## config.mk

```make
export PLATFORM = sky130hd
export DESIGN_NAME = uart_rx_frame
export DESIGN_NICKNAME = d
export VERILOG_FILES = /design/src/rtl/uart_rx_frame.sv
export SDC_FILE = /design/constraint.sdc
export NUM_CORES = 1
export LEC_CHECK = 0
export ABC_AREA = 1
export CAP_MARGIN = 20
export CORE_ASPECT_RATIO = 0.75
export CORE_MARGIN = 5
export CORE_UTILIZATION = 50
export CTS_CLUSTER_SIZE = 10
export DETAILED_ROUTE_END_ITERATION = 6
export GPL_ROUTABILITY_DRIVEN = 0
export GPL_TIMING_DRIVEN = 1
export PLACE_DENSITY = 0.73
export SLEW_MARGIN = 40
export SYNTH_ARGS = -nofsm -noshare
export SYNTH_HDL_FRONTEND = slang
export SYNTH_SLANG_ARGS = --single-unit
```

## constraint.sdc

```tcl
create_clock -name CLK -period 1.9 [get_ports CLK]
set_clock_uncertainty 0.05 [all_clocks]
set_input_delay 0.285 -clock CLK [delete_from_list [all_inputs] [get_ports CLK]]
set_output_delay 0.285 -clock CLK [all_outputs]
set_load 0.01 [all_outputs]
```

## src/rtl/uart_rx_frame.sv

```systemverilog
// UART receive framer: synchronizes RXD, validates the start bit, samples each
// bit at its centre on the oversampling tick and presents the byte with status.
module uart_rx_frame #(
  parameter int OVERSAMPLE = 16,
  parameter int DATA_BITS  = 8
) (
  input  logic       CLK,
  input  logic       RST_N,
  input  logic       CE,
  input  logic       TICK,
  input  logic       RXD,
  input  logic       PAR_EN,
  input  logic       PAR_ODD,
  input  logic       RD,
  output logic [7:0] DOUT,
  output logic       RDY,
  output logic       FE,
  output logic       PE,
  output logic       OE,
  output logic       BUSY
);

  localparam int TW = $clog2(OVERSAMPLE);
  localparam logic [TW-1:0] TICK_HALF = TW'(OVERSAMPLE / 2 - 1);
  localparam logic [TW-1:0] TICK_LAST = TW'(OVERSAMPLE - 1);
  localparam logic [2:0]    BIT_LAST  = 3'(DATA_BITS - 1);

  localparam logic [2:0] S_IDLE   = 3'd0;
  localparam logic [2:0] S_START  = 3'd1;
  localparam logic [2:0] S_DATA   = 3'd2;
  localparam logic [2:0] S_PARITY = 3'd3;
  localparam logic [2:0] S_STOP   = 3'd4;
  localparam logic [2:0] S_BRK    = 3'd5;

  logic                 rxd_p0;
  logic                 rxd_p1;
  logic                 rxd_s;
  logic [2:0]           state;
  logic [2:0]           state_nxt;
  logic [TW-1:0]        tick_cnt;
  logic [2:0]           bit_cnt;
  logic                 par_en_l;
  logic                 par_odd_l;
  logic [DATA_BITS-1:0] shreg;
  logic                 par_err;
  logic                 tick_en;
  logic                 start_smp;
  logic                 bit_end;
  logic                 done;
  logic                 accept;

  function automatic logic parity_err(input logic [DATA_BITS-1:0] d,
                                      input logic                 p,
                                      input logic                 odd);
    return (^d) ^ p ^ odd;
  endfunction

  assign rxd_s     = rxd_p1;
  assign tick_en   = CE & TICK;
  assign start_smp = (state == S_START) && tick_en && (tick_cnt == TICK_HALF);
  assign bit_end   = tick_en && (tick_cnt == TICK_LAST);
  assign done      = (state == S_STOP) && bit_end;
  assign accept    = !RDY || RD;

  // stage p0/p1: RXD synchronizer, idles high
  always_ff @(posedge CLK or negedge RST_N) begin
    if (!RST_N) begin
      rxd_p0 <= 1'b1;
      rxd_p1 <= 1'b1;
    end else begin
      rxd_p0 <= RXD;
      rxd_p1 <= rxd_p0;
    end
  end

  always_comb begin
    state_nxt = state;
    if (!CE) begin
      state_nxt = S_IDLE;
    end else begin
      case (state)
        S_IDLE:   if (!rxd_s) state_nxt = S_START;
        S_START:  if (start_smp) state_nxt = rxd_s ? S_IDLE : S_DATA;
        S_DATA:   if (bit_end && (bit_cnt == BIT_LAST))
                    state_nxt = par_en_l ? S_PARITY : S_STOP;
        S_PARITY: if (bit_end) state_nxt = S_STOP;
        S_STOP:   if (bit_end) state_nxt = rxd_s ? S_IDLE : S_BRK;
        S_BRK:    if (rxd_s) state_nxt = S_IDLE;
        default:  state_nxt = S_IDLE;
      endcase
    end
  end

  always_ff @(posedge CLK or negedge RST_N) begin
    if (!RST_N) begin
      state <= S_IDLE;
      BUSY  <= 1'b0;
    end else begin
      state <= state_nxt;
      BUSY  <= (state_nxt != S_IDLE);
    end
  end

  // Tick counter restarts at every sample point so the next one lands a full bit later.
  always_ff @(posedge CLK or negedge RST_N) begin
    if (!RST_N) begin
      tick_cnt <= '0;
    end else if (!CE || (state == S_IDLE) || (state == S_BRK) || start_smp || bit_end) begin
      tick_cnt <= '0;
    end else if (tick_en) begin
      tick_cnt <= tick_cnt + 1'b1;
    end
  end

  always_ff @(posedge CLK or negedge RST_N) begin
    if (!RST_N) begin
      bit_cnt <= '0;
    end else if (!CE || (state != S_DATA)) begin
      bit_cnt <= '0;
    end else if (bit_end) begin
      bit_cnt <= bit_cnt + 3'd1;
    end
  end

  always_ff @(posedge CLK or negedge RST_N) begin
    if (!RST_N) begin
      par_en_l  <= 1'b0;
      par_odd_l <= 1'b0;
    end else if (state == S_IDLE) begin
      par_en_l  <= PAR_EN;
      par_odd_l <= PAR_ODD;
    end
  end

  // stage p2: bit assembly, LSB arrives first and ends at bit 0
  always_ff @(posedge CLK) begin
    if ((state == S_DATA) && bit_end) begin
      shreg <= {rxd_s, shreg[DATA_BITS-1:1]};
    end
    if ((state == S_PARITY) && bit_end) begin
      par_err <= parity_err(shreg, rxd_s, par_odd_l);
    end
  end

  // Host side: a frame finishing while an unread byte is held is dropped as overrun.
  always_ff @(posedge CLK or negedge RST_N) begin
    if (!RST_N) begin
      DOUT <= 8'h00;
      RDY  <= 1'b0;
      FE   <= 1'b0;
      PE   <= 1'b0;
      OE   <= 1'b0;
    end else if (done) begin
      if (accept) begin
        DOUT <= 8'(shreg);
        RDY  <= 1'b1;
        FE   <= !rxd_s;
        PE   <= par_en_l & par_err;
        OE   <= 1'b0;
      end else begin
        OE   <= 1'b1;
      end
    end else if (RD) begin
      RDY <= 1'b0;
      FE  <= 1'b0;
      PE  <= 1'b0;
      OE  <= 1'b0;
    end
  end

endmodule

```

==> flow_summary.ini, run 1 <==
[drt]
drt-initial-drc-count = 71
drt_first_pass_iters = 4
routed-via-count = 1275
top_layer = met4
dr_wl_met3_um = 227
routed_via_density = 5.12
met1_length_um = 1480
met2WireLength_um = 1410
drt-total-wl_um = 3140
postRouteAntennaNets = 0
detail_route.drc_violations = 0
wire_per_inst_um = 12.6

[pwr]
leakage_nw = 1.03
worst_ir_drop_vdd_v = 0.000486
cellPowerDensity_nw_per_um2 = 678
p_total_w = 0.00139

[timing]
layout_min_cycle_time_ns = 1.59
setup_tns_ns = 0
timing_hold_violations_final = 0
max_slew.worst_pin.slew_ns = 0.338
worst_slack_ns = 0.307
maxSlewHeadroom_pct = 77.5
final_min_period_over_clock_period_pct = 83.8
setup_viol_count_final = 0
grt_setup_unrepaired = no
final_max_slew_viol_count = 0
max_freq_ghz = 0.628

[yosys]
yosys_warnings = 0
post_synth_instance_area_um2 = 1690
synth_most_common_cell = sky130_fd_sc_hd__nand2_1
synth_nets = 188
adder_cell_share_of_the_synthesized_area_pct = 2.22
synth.largest_area_cell = sky130_fd_sc_hd__dfrtp_1
post_synth_xor_area_fraction_pct = 4.67
synth-main-ff-cell = sky130_fd_sc_hd__dfrtp_1
largest_family_of_logic_cells_by_synthesized_area = simple AND/OR/NAND/NOR gates
synth_simple_gate_area_share_pct = 26.8
post-synth-top-area-fraction_pct = 37.1
synth_sequential_area_ratio_pct = 56.2
yosys-top-cells-area = sky130_fd_sc_hd__dfrtp_1 (37%), sky130_fd_sc_hd__edfxtp_1 (16%), sky130_fd_sc_hd__nand2_1 (12%)
synth_compound_area_share_pct = 4.37
postSynth.asyncResetShare_pct = 75.0
synth_seq_cells = 36
syn_avg_cell_area_um2 = 9.54
synth_common_cells = sky130_fd_sc_hd__nand2_1 (54), sky130_fd_sc_hd__dfrtp_1 (25), sky130_fd_sc_hd__inv_1 (18), sky130_fd_sc_hd__nand3_1 (14), sky130_fd_sc_hd__nor2_1 (12)
number_of_enable_type_register_cells_in_the_synthesized_netlist = 9
synth.distinct_cells = 27
synth_cells = 177
synth.area.mux_share_pct = 0.667

[worst_setup_path]
critPathRequiredTime_ns = 2.07
startpoint_type = flip-flop
critical_path.cell_chain = ha_1 -> nand3_1 -> nor2_8 -> nand2_4 -> nor2_4 -> buf_4 -> nand2_1 -> nand2_1
cpMostUsedCell = sky130_fd_sc_hd__nand2_1
delay_of_the_slowest_critical_path_stage_ns = 0.38
critical_path_class = reg2reg
ff2ff_path_depth = 8
critPathSlowestCell = sky130_fd_sc_hd__dfrtp_1
worst-path-stages = 8
critical_path_buf_inv_count = 1
cp_top_family = simple AND/OR/NAND/NOR gates
worst_setup_end_kind = flip-flop
timing.critical_path.arrival_ns = 1.77
worstPathMaxFanout = 8

[global_routing]
first_pass_grt_wire_length_um = 5630
groute.usage.overall_pct = 15.7
antenna_found_initial = 0
overflow = 0
grt_start_max_net_pins = 28
first_global_vias = 1247

[status]
status = completed

[clock_tree]
cts_post_setup_buffers_inserted = 0
cts.htree.levels = 2
post_cts_resize_count = 0
cts-buffers-inserted = 5
cts_hold_repair.buffers = 0
cts_tree = yes
clk_pin_slew_worst_paths_ns = 0.06
cts-root-buf = sky130_fd_sc_hd__clkbuf_8
cts.sink_count = 36
cts-root-to-sink-buffers = 2
insertion_delay_ns = 0.28

[floorplan]
fp.coreArea_um2 = 3270
start_util_pct = 51.7
die-area_um2 = 4650
num_io_pins = 21
die-width_um = 77.1
num_rows = 18
die_height_um = 60.3

[placement]
placed_cell_area_um2 = 1980
dp.final_hpwl_um = 2380
pre_cts_slack_ns = 0.0852
port-buffer-count = 20

[final_layout]
post-route-cell-area_um2 = 2060
final_layout_size_suffix_gt1_share_pct = 12.0
finalNetCount = 219
layout-area-overhead-vs-synth_pct = 21.9
diodes = 0

[min_path]
hold-path-cell-count = 0
hold_path_class = reg2reg

[job]
max_cap_viol_count = 0
final timing paths:
check	from	slack, ns	to
max in group asynchronous	RST_N	1.18	rxd_p1$_DFF_PN1_
worst max register to register	tick_cnt[1]$_DFFE_PN0P_	0.31	DOUT[6]$_DFFE_PN0P_
min in group asynchronous	RST_N	0.32	tick_cnt[3]$_DFFE_PN0P_
worst max-delay path	tick_cnt[1]$_DFFE_PN0P_	0.31	DOUT[6]$_DFFE_PN0P_
worst min register to register	rxd_p0$_DFF_PN1_	0.31	rxd_p1$_DFF_PN1_
worst min-delay path	rxd_p0$_DFF_PN1_	0.31	rxd_p1$_DFF_PN1_
layer usage:
layer	vias up	GRT usage (%)
li1	631	-
met1	593	20.1
met2	47	24.3
met3	4	4.67
met4	0	8.58
met5	-	0
per-stage QoR:
step | instances | util, % | hold slack [ns]
floorplan | 177 | - | -0.0606
global placement | 241 | 60.5 | 0.296
detailed placement | 241 | 60.5 | 0.297
CTS | 249 | 63.0 | 0.306
global route | 249 | 63.0 | 0.314
finish | 249 | 63.0 | 0.306
placed cells by master, fill, tap and decap left out, drive strengths merged:
master and count:
o21ai 3, a21oi 6, xor2 5, a22o 2, clkinv 1, dfrtp 25
xnor2 4, a211oi 1, nor2 17, dfstp 2, clkdlybuf4s50 20, nor3 4
nand4 3, inv 20, ha 3, clkbuf 7, nand2 56, buf 5
nand3 14, edfxtp 9, mux2 1, nand3b 1
registers in the layout (all words and copies together), names as in the netlist:
| name | count |
|---|---|
| BUSY | 1 |
| PE | 1 |
| state | 3 |
| shreg | 8 |
| DOUT | 8 |
| tick_cnt | 4 |
| bit_cnt | 3 |
| par_err | 1 |
| OE | 1 |
| FE | 1 |
| par_odd_l | 1 |
| rxd_p0 | 1 |
| par_en_l | 1 |
| RDY | 1 |
| rxd_p1 | 1 |
worst register-to-register path: stages, from the launching register on:
cell and delay (ns):
sky130_fd_sc_hd__dfrtp_1 0.38, sky130_fd_sc_hd__ha_1 0.19, sky130_fd_sc_hd__nand3_1 0.20, sky130_fd_sc_hd__nor2_8 0.20, sky130_fd_sc_hd__nand2_4 0.09, sky130_fd_sc_hd__nor2_4 0.14
sky130_fd_sc_hd__buf_4 0.17, sky130_fd_sc_hd__nand2_1 0.05, sky130_fd_sc_hd__nand2_1 0.07
power by group:
group	switching [W]	internal, W
Clock	0.000247	0.000255
Sequential	0.0000101	0.000803
Combinational	0.0000458	0.0000326
cell type report:
type                    instances  area (um2)
well taps                      40        50.0
clock inverters                 1        3.75
inverters                      20        75.1
multi-input cells             120         653
flip-flops and latches         36         948
clock buffers                   7        76.3
fillers                       269        1210
repair buffers                 25         250
logic make-up (layout without fill, tap and decap cells):
logic type,count (synthesis),after routing
compound gates,12,12
flops,36,36
xor+xnor,9,9
buf+inv,21,53
mux,1,1
simple gates,95,95
fa+ha+maj,3,3
Power figures use the tool's default switching activity.
==> run 2: changes to the inputs <==
- clock period: 1.9 -> 1.6 ns (I/O delays scaled with it)
==> flow_summary.ini, run 2 (same netlist as run 1, synthesis figures left out) <==
[global_routing]
groute.usage.overall_pct = 15.5
overflow = 0
first_global_vias = 1244
first_pass_grt_wire_length_um = 5580
grt_start_max_net_pins = 28
antenna_found_initial = 0

[worst_setup_path]
worstPathMaxFanout = 6
timing.critical_path.arrival_ns = 1.67
critical_path_buf_inv_count = 1
cp_top_family = simple AND/OR/NAND/NOR gates
delay_of_the_slowest_critical_path_stage_ns = 0.42
critPathSlowestCell = sky130_fd_sc_hd__dfrtp_1
critical_path.cell_chain = ha_4 -> nand3_4 -> nor2_8 -> nand2_4 -> nor2_4 -> nor2_2 -> a21oi_2 -> inv_1
setup.reg_to_reg.worst_slack_ns = 0.05
worst_setup_end_kind = flip-flop
critical_path_class = reg2reg
critPathRequiredTime_ns = 1.72
startpoint_type = flip-flop

[min_path]
hold_path_class = in2async

[placement]
dp.final_hpwl_um = 2380
port-buffer-count = 20

[status]
status = completed

[clock_tree]
insertion_delay_ns = 0.28
cts.htree.levels = 2
cts_tree = yes
cts-root-to-sink-buffers = 2
clk_pin_slew_worst_paths_ns = 0.07
cts-root-buf = sky130_fd_sc_hd__clkbuf_8
cts.sink_count = 36
cts-buffers-inserted = 5
cts_hold_repair.buffers = 0

[final_layout]
leading_cell_type_in_the_layout_fill_and_taps_excluded = sky130_fd_sc_hd__nand2_1
final_cell_mix = sky130_fd_sc_hd__nand2_1 (54), sky130_fd_sc_hd__dfrtp_1 (25), sky130_fd_sc_hd__clkdlybuf4s50_1 (20)
layout-area-overhead-vs-synth_pct = 26.7
fillerInstances = 261
multi_input_comb_area_um2 = 682
diodes = 0
final_layout_size_suffix_gt1_share_pct = 16.3
post-route-util_pct = 65.5
layout.area.seq_um2 = 948
largest_registers = DOUT x8, shreg x8, tick_cnt x4
finalNetCount = 225

[pwr]
sw_frac_of_total_pct = 22.0
seq_power_share_pct = 58.0
cellInternalPower_w = 0.00130
combinationalPowerShare_pct = 5.8
cellPowerDensity_nw_per_um2 = 779
worst_ir_drop_vdd_v = 0.000540
share_clk_of_total_power_pct = 36.2
power.net_switching_w = 0.000367
leakage_nw = 1.06

[timing]
setup_tns_ns = 0
maxSlewHeadroom_pct = 77.7
timing_hold_violations_final = 0
max_slew.worst_pin.slew_ns = 0.334
layout_min_cycle_time_ns = 1.55
final_min_period_over_clock_period_pct = 97.1
setup_viol_count_final = 0
grt_setup_unrepaired = yes
final_max_slew_viol_count = 0
max_freq_ghz = 0.643

[floorplan]
die_height_um = 60.3
die-area_um2 = 4650
die-width_um = 77.1
start_util_pct = 51.7
num_io_pins = 21
num_rows = 18
fp.coreArea_um2 = 3270

[drt]
routed_via_density = 4.99
detail_route.drc_violations = 0
drt_first_pass_iters = 4
postRouteAntennaNets = 0
drt-total-wl_um = 3310
routed-via-count = 1273
wire_per_inst_um = 13.0
drt-initial-drc-count = 87

[job]
max_cap_viol_count = 0
## run 2: what timing repair did
item | in CTS | in global routing
pin swaps | 0 | 6
buffers inserted | 0 | 1
endpoints found under the setup margin | 4 | 26
resized for setup | 1 | 7
endpoints found under the hold margin | 0 | 0
## run 2: power by group through the flow
stage | logic, W | clock network [W] | registers [W]
after floorplan | 0.0000422 | 0 | 0.000981
after global placement | 0.0000940 | 0 | 0.000983
after detailed placement | 0.0000966 | 0 | 0.000984
after CTS | 0.0000971 | 0.000626 | 0.000966
after global routing | 0.000109 | 0.000659 | 0.000968
final | 0.0000963 | 0.000604 | 0.000967
## run 2: metrics by stage
stage | power, W | hold slack, ns | cells | area [um2] | setup WS [ns]
final | 0.00167 | 0.276 | 255 | 2140 | 0.0456
after CTS | 0.00169 | 0.284 | 254 | 2100 | 0.00557
after global placement | 0.00108 | 0.295 | 246 | 2010 | -0.120
after detailed placement | 0.00108 | 0.298 | 246 | 2010 | -0.138
after global routing | 0.00174 | 0.312 | 255 | 2140 | -0.0390
after floorplan | 0.00102 | -0.106 | 177 | 1690 | 0.0481
## run 2: layout make-up
class,count,area share (%)
Tap cell,40,2.34
Clock inverter,1,0.234
Timing Repair Buffer,31,14.0
Inverter,20,3.63
Sequential cell,36,44.4
Multi-Input combinational cell,120,31.9
Clock buffer,7,3.57
## run 2: worst paths after layout
path,startpoint,cells past startpoint,to
min,RST_N,2,BUSY$_DFF_PN0_
max in group asynchronous,RST_N,2,rxd_p1$_DFF_PN1_
min reg2reg,rxd_p0$_DFF_PN1_,0,rxd_p1$_DFF_PN1_
max,tick_cnt[0]$_DFFE_PN0P_,8,OE$_DFFE_PN0P_
max reg2reg,tick_cnt[0]$_DFFE_PN0P_,8,OE$_DFFE_PN0P_
min in group CLK,rxd_p0$_DFF_PN1_,0,rxd_p1$_DFF_PN1_
## run 2: layer usage
| layer | wire [um] | vias to the layer above | track usage (%) | part of all wire, % |
|---|---|---|---|---|
| met1 | 1510 | 584 | 19.7 | 46 |
| li1 | - | 644 | - | - |
| met4 | 40 | 0 | 7.11 | 1.2 |
| met3 | 247 | 5 | 4.37 | 7.5 |
| met5 | 0 | - | 0 | 0 |
| met2 | 1510 | 40 | 25.3 | 46 |
==> run 3: changes to the inputs <==
- ABC_AREA: 1 -> default
- TNS_END_PERCENT: default -> 20
==> flow_summary.ini, run 3 <==
[drt]
routed-via-count = 1226
routed_via_density = 5.47
drt_first_pass_iters = 4
wire_per_inst_um = 16.3
detail_route.drc_violations = 0
postRouteAntennaNets = 0
drt-total-wl_um = 3650
drt-initial-drc-count = 57

[timing]
worst_slack_ns = -0.228
layout_min_cycle_time_ns = 1.83
max_freq_ghz = 0.547
grt_setup_unrepaired = yes
timing_hold_violations_final = 0
setup_tns_ns = -2.80
maxSlewHeadroom_pct = 76.8
max_slew.worst_pin.slew_ns = 0.346
final_max_slew_viol_count = 0
setup_viol_count_final = 22
final_min_period_over_clock_period_pct = 114

[worst_setup_path]
timing.critical_path.arrival_ns = 1.94
critPathRequiredTime_ns = 1.72
worst_setup_end_kind = flip-flop
critical_path.cell_chain = clkdlybuf4s50_1 -> nand2_2 -> or4_4 -> nand2b_4 -> mux2_4
delay_of_the_slowest_critical_path_stage_ns = 0.54
startpoint_type = primary input
critical_path_class = in2reg
worstPathMaxFanout = 5
critPathSlowestCell = sky130_fd_sc_hd__clkdlybuf4s50_1
setup.reg_to_reg.worst_slack_ns = -0.21

[floorplan]
start_util_pct = 50.8
fp.coreArea_um2 = 3220
die-area_um2 = 4530
die-width_um = 76.1
num_rows = 18
num_io_pins = 21
die_height_um = 59.5

[global_routing]
overflow = 0
first_pass_grt_wire_length_um = 5970
antenna_found_initial = 0
grt_start_max_net_pins = 28
groute.usage.overall_pct = 16.9
first_global_vias = 1306

[final_layout]
fillerInstances = 238
leading_cell_type_in_the_layout_fill_and_taps_excluded = sky130_fd_sc_hd__buf_4
layout-area-overhead-vs-synth_pct = 37.7
final_layout_size_suffix_gt1_share_pct = 31.5
final_cell_mix = sky130_fd_sc_hd__buf_4 (26), sky130_fd_sc_hd__dfrtp_1 (24), sky130_fd_sc_hd__clkdlybuf4s50_1 (20)
largest_registers = DOUT x8, shreg x8, tick_cnt x4
final-instance-count-excl-fill = 224
diodes = 0
post-route-cell-area_um2 = 2250
finalNetCount = 194

[clock_tree]
insertion_delay_ns = 0.28
cts.sink_count = 36
cts-root-buf = sky130_fd_sc_hd__clkbuf_8
cts.htree.levels = 2
cts-buffers-inserted = 5
clk_pin_slew_worst_paths_ns = 0.07
cts_hold_repair.buffers = 0
cts-root-to-sink-buffers = 2
cts_tree = yes

[min_path]
hold_path_class = in2async

[yosys]
synth_most_common_cell = sky130_fd_sc_hd__dfrtp_1
yosys_warnings = 0
syn_avg_cell_area_um2 = 12.3
yosys-top-cells-area = sky130_fd_sc_hd__dfrtp_1 (38%), sky130_fd_sc_hd__edfxtp_1 (17%), sky130_fd_sc_hd__mux2_4 (7.3%)
post_synth_instance_area_um2 = 1640
number_of_enable_type_register_cells_in_the_synthesized_netlist = 9
synth_sequential_area_ratio_pct = 58.0
post-synth-top-area-fraction_pct = 38.2
synth.distinct_cells = 35
synth_common_cells = sky130_fd_sc_hd__dfrtp_1 (25), sky130_fd_sc_hd__nor2_1 (12), sky130_fd_sc_hd__nand2_1 (10), sky130_fd_sc_hd__edfxtp_1 (9), sky130_fd_sc_hd__xnor2_1 (9)
synth_cells = 133
synth.largest_area_cell = sky130_fd_sc_hd__dfrtp_1
synth_nets = 144
postSynth.asyncResetShare_pct = 75.0
synth-main-ff-cell = sky130_fd_sc_hd__dfrtp_1
synth_seq_cells = 36

[placement]
port-buffer-count = 20
numPlacedInstances = 212
placed_cell_area_um2 = 2050
dp.final_hpwl_um = 2430

[pwr]
p_total_w = 0.00168
leakage_nw = 1.00
worst_ir_drop_vdd_v = 0.000517
cellPowerDensity_nw_per_um2 = 746

[job]
max_cap_viol_count = 0

[status]
violations = negative setup slack
status = finished, violations left
[run 3: cell types whose count changed in the layout (fill, tap and decap cells not counted), sizes merged, moves of 3 or more]
cell	delta
xnor2	+5
buf	+17
mux2	+8
nand2	-46
nand2b	+4
mux2i	+3
nor2	-5
inv	-16
nand3	-9
a21oi	-3
[run 3: final cells by class]
type / instances / area [um2] / share of cell area (%)
clock buffer: 6 / 72.6 / 3.22
sequential: 36 / 950 / 42.1
tap: 40 / 50.0 / 2.22
timing repair buffer: 48 / 418 / 18.5
clock inverter: 2 / 7.51 / 0.333
inverter: 4 / 15.0 / 0.666
multi-input combinational: 88 / 741 / 32.9
[run 3: worst max-delay path: cells and delay by family]
family,cells,cell delay [ns]
buffers and inverters,1,0.54
muxes,1,0.31
and+or+nand+nor,3,0.85
[run 3: report_power, final]
part	total, W	internal (W)	switching [W]
combinational	0.000124	0.0000635	0.0000602
clock	0.000592	0.000296	0.000296
sequential	0.000965	0.000954	0.0000111
[run 3: what timing repair did]
item                       CTS  global route
resized for setup           13             7
buffers inserted             1             2
pin swaps                    2             1
setup endpoints to repair   27            27
gates cloned                 1             0
[run 3: logic make-up (layout without fill, tap and decap cells)]
logic type / Yosys count / count (layout) / share of synthesized area (%)
AO/OA/AOI/OAI: 16 / 16 / 6.42
XOR/XNOR: 13 / 13 / 6.96
adder cells (fa/ha/maj): 3 / 3 / 2.29
buffers and inverters: 10 / 60 / 2.90
flip-flops: 36 / 36 / 58.0
multiplexers: 12 / 12 / 9.86
AND/OR/NAND/NOR: 43 / 44 / 13.6
[run 3: path summary, 6_finish.rpt]
check / startpoint / endpoint / depth (start not counted)
setup reg to reg: tick_cnt[1]$_DFFE_PN0P_ / DOUT[7]$_DFFE_PN0P_ / 5
hold / removal: RST_N / par_odd_l$_DFFE_PN0P_ / 2
max in group asynchronous: RST_N / rxd_p1$_DFF_PN1_ / 2
min in group CLK: rxd_p0$_DFF_PN1_ / rxd_p1$_DFF_PN1_ / 0
setup / recovery: TICK / DOUT[7]$_DFFE_PN0P_ / 5
hold reg to reg: rxd_p0$_DFF_PN1_ / rxd_p1$_DFF_PN1_ / 0
[run 3: per-layer routing]
metal / routed length [um] / share of wire, % / track usage, % / vias up
met3: 186 / 5.1 / 6.23 / 9
met1: 1620 / 44 / 20.9 / 611
met2: 1790 / 49 / 26.5 / 35
met4: 52 / 1.4 / 8.23 / 0
li1: - / - / - / 571
met5: 0 / 0 / 0 / -
[run 3: per-stage QoR]
stage               util [%]  setup slack (ns)  hold slack, ns
floorplan                  -            -0.356          -0.106
finish                  70.0            -0.228           0.283
detailed placement      63.6            -0.616           0.298
global placement        63.6            -0.505           0.296
CTS                     68.2            -0.212           0.287
global route            70.0            -0.248           0.298
==> variant (config.mk and constraints of run 2) <==
Set the parameter `OVERSAMPLE` to 32 (it was 16).
--- a/src/rtl/uart_rx_frame.sv
+++ b/src/rtl/uart_rx_frame.sv
@@ -3,3 +3,3 @@
 module uart_rx_frame #(
-  parameter int OVERSAMPLE = 16,
+  parameter int OVERSAMPLE = 32,
   parameter int DATA_BITS  = 8
Behaviour: no difference found for any inputs over 10 cycles, from zero or initial values and one cycle with RST_N low; that may be too few to reach the edited logic, so the function may still have changed.
==> variant against run 2 <==
The flow now finishes with violations (setup timing); global-route usage rose by 2.2 points; design area increased by 12%; wire length up 21%; cell count increased by 7.8%; area after synthesis rose by 5.1%; sequential cell count rose by 1; setup slack got worse by 250 ps; combinational power is 24% higher; utilization increased by 6.2 points; clock power grew 5.5%; total power rose by 5.2%; critical path type unchanged; largest power group unchanged.
==> variant: results (changes against run 2) <==
[global_routing]
grt_pass1_wl_um = 6299  ; +13%
track_usage = 0.1775  ; +0.02209
grt_start_max_net_pins = 29  ; +3.6%

[worst_setup_path]
rr_endpoint = shreg[2]$_DFFE_PP_
slowest_delay_ps = 370  ; -50 ps
arrival_ps = 1780  ; +110 ps
critPathMaxFanout = 7  ; +1
r2r_cells = 9  ; +1

[power_and_ir_drop]
ir_drop_mv = 0.6613  ; +22%
swShare = 0.2406  ; +0.02020
p_leak_nw = 1.201  ; +14%

[finish]
fin_nets = 247  ; +9.8%
post_route_cells_drive_above_1_share = 0.2851  ; +0.1223
top_regs = DOUT (8), shreg (8), tick_cnt (5)

[timing]
whs_ps = 266.7  ; -8.913 ps
setup_viol = 32  ; +32
final.setup.worst_slack_ps = -208.0  ; -253.6 ps
relSlewSlack = 0.7555  ; -0.02184
setup_tns_ps = -4425  ; -4425 ps

[synthesis]
synth.area.mux_share = 0.006347  ; -0.0003246
synth_area_per_cell_um2 = 9.241  ; -3.1%
synth.area.top_cells = dfrtp_1 37%, edfxtp_1 15%, nand2_1 11%
synth_cell_type_count = 23  ; -15%
synth_fp_nets = 205  ; +9.0%
synth_common_cells = 54 x nand2_1, 29 x inv_1, 26 x dfrtp_1
yosysSeqAreaShare = 0.5487  ; -0.01324
synth-compound-area-share = 0.05924  ; +0.01550

[placed_design]
dp_hpwl_um = 2750  ; +15%
dp_cells = 262  ; +6.5%
placed_cell_area_um2 = 2106  ; +4.5%
place_ws_ps = -224.5  ; -86.38 ps

[detailed_routing]
num_vias = 1399  ; +9.9%
avgRoutedWirePerCell_um = 14.56  ; +12%
via_per_inst = 5.087  ; +1.9%
initialDrtViolationCount = 102  ; +17%

[run_status]
violations = setup timing
status = complete, but fails checks

[clocking]
h-tree-depth = 2  ; unchanged

variant: worst max path at each step:
stage | startpoint | end | slack, ps | cells after the start
4_1_cts | tick_cnt[0]$_DFFE_PN0P_ | OE$_DFFE_PN0P_ | -160 | 11
3_5_place_dp | tick_cnt[0]$_DFFE_PN0P_ | shreg[7]$_DFFE_PP_ | -220 | 8
5_1_grt | tick_cnt[0]$_DFFE_PN0P_ | DOUT[5]$_DFFE_PN0P_ | -280 | 11
6_report | tick_cnt[0]$_DFFE_PN0P_ | shreg[2]$_DFFE_PP_ | -210 | 9
3_3_place_gp | tick_cnt[0]$_DFFE_PN0P_ | shreg[7]$_DFFE_PP_ | -140 | 8
2_1_floorplan | tick_cnt[0]$_DFFE_PN0P_ | DOUT[6]$_DFFE_PN0P_ | -170 | 12
variant: timing repair:
action | CTS | global route
setup endpoints to repair | 31 | 34
gates cloned | 0 | 1
buffers inserted | 1 | 3
resized for setup | 14 | 26
pin swaps | 4 | 7
hold buffers | 0 | 0
variant: power by group through the flow:
stage | combinational (mW) | clock, mW | sequential [mW]
finish | 0.119 | 0.637 | 0.997
global route | 0.133 | 0.702 | 0.997
CTS | 0.113 | 0.652 | 0.994
detailed placement | 0.106 | 0 | 1.01
global placement | 0.103 | 0 | 1.01
floorplan | 0.0482 | 0 | 1.01
variant: layer usage:
metal	global-route usage	up-vias	part of all wire
met5	0	-	0
met4	0.08479	0	0.019
met3	0.05117	8	0.074
met2	0.3132	60	0.49
met1	0.2047	648	0.41
li1	-	683	-
variant: final cells by class:
type / count / area [µm²]
Sequential cell: 37 / 973.4
Fill cell: 240 / 950.9
Multi-Input combinational cell: 124 / 819.5
Timing Repair Buffer: 36 / 357.8
Inverter: 30 / 117.6
Clock buffer: 5 / 68.82
Tap cell: 40 / 50.05
Clock inverter: 3 / 17.52
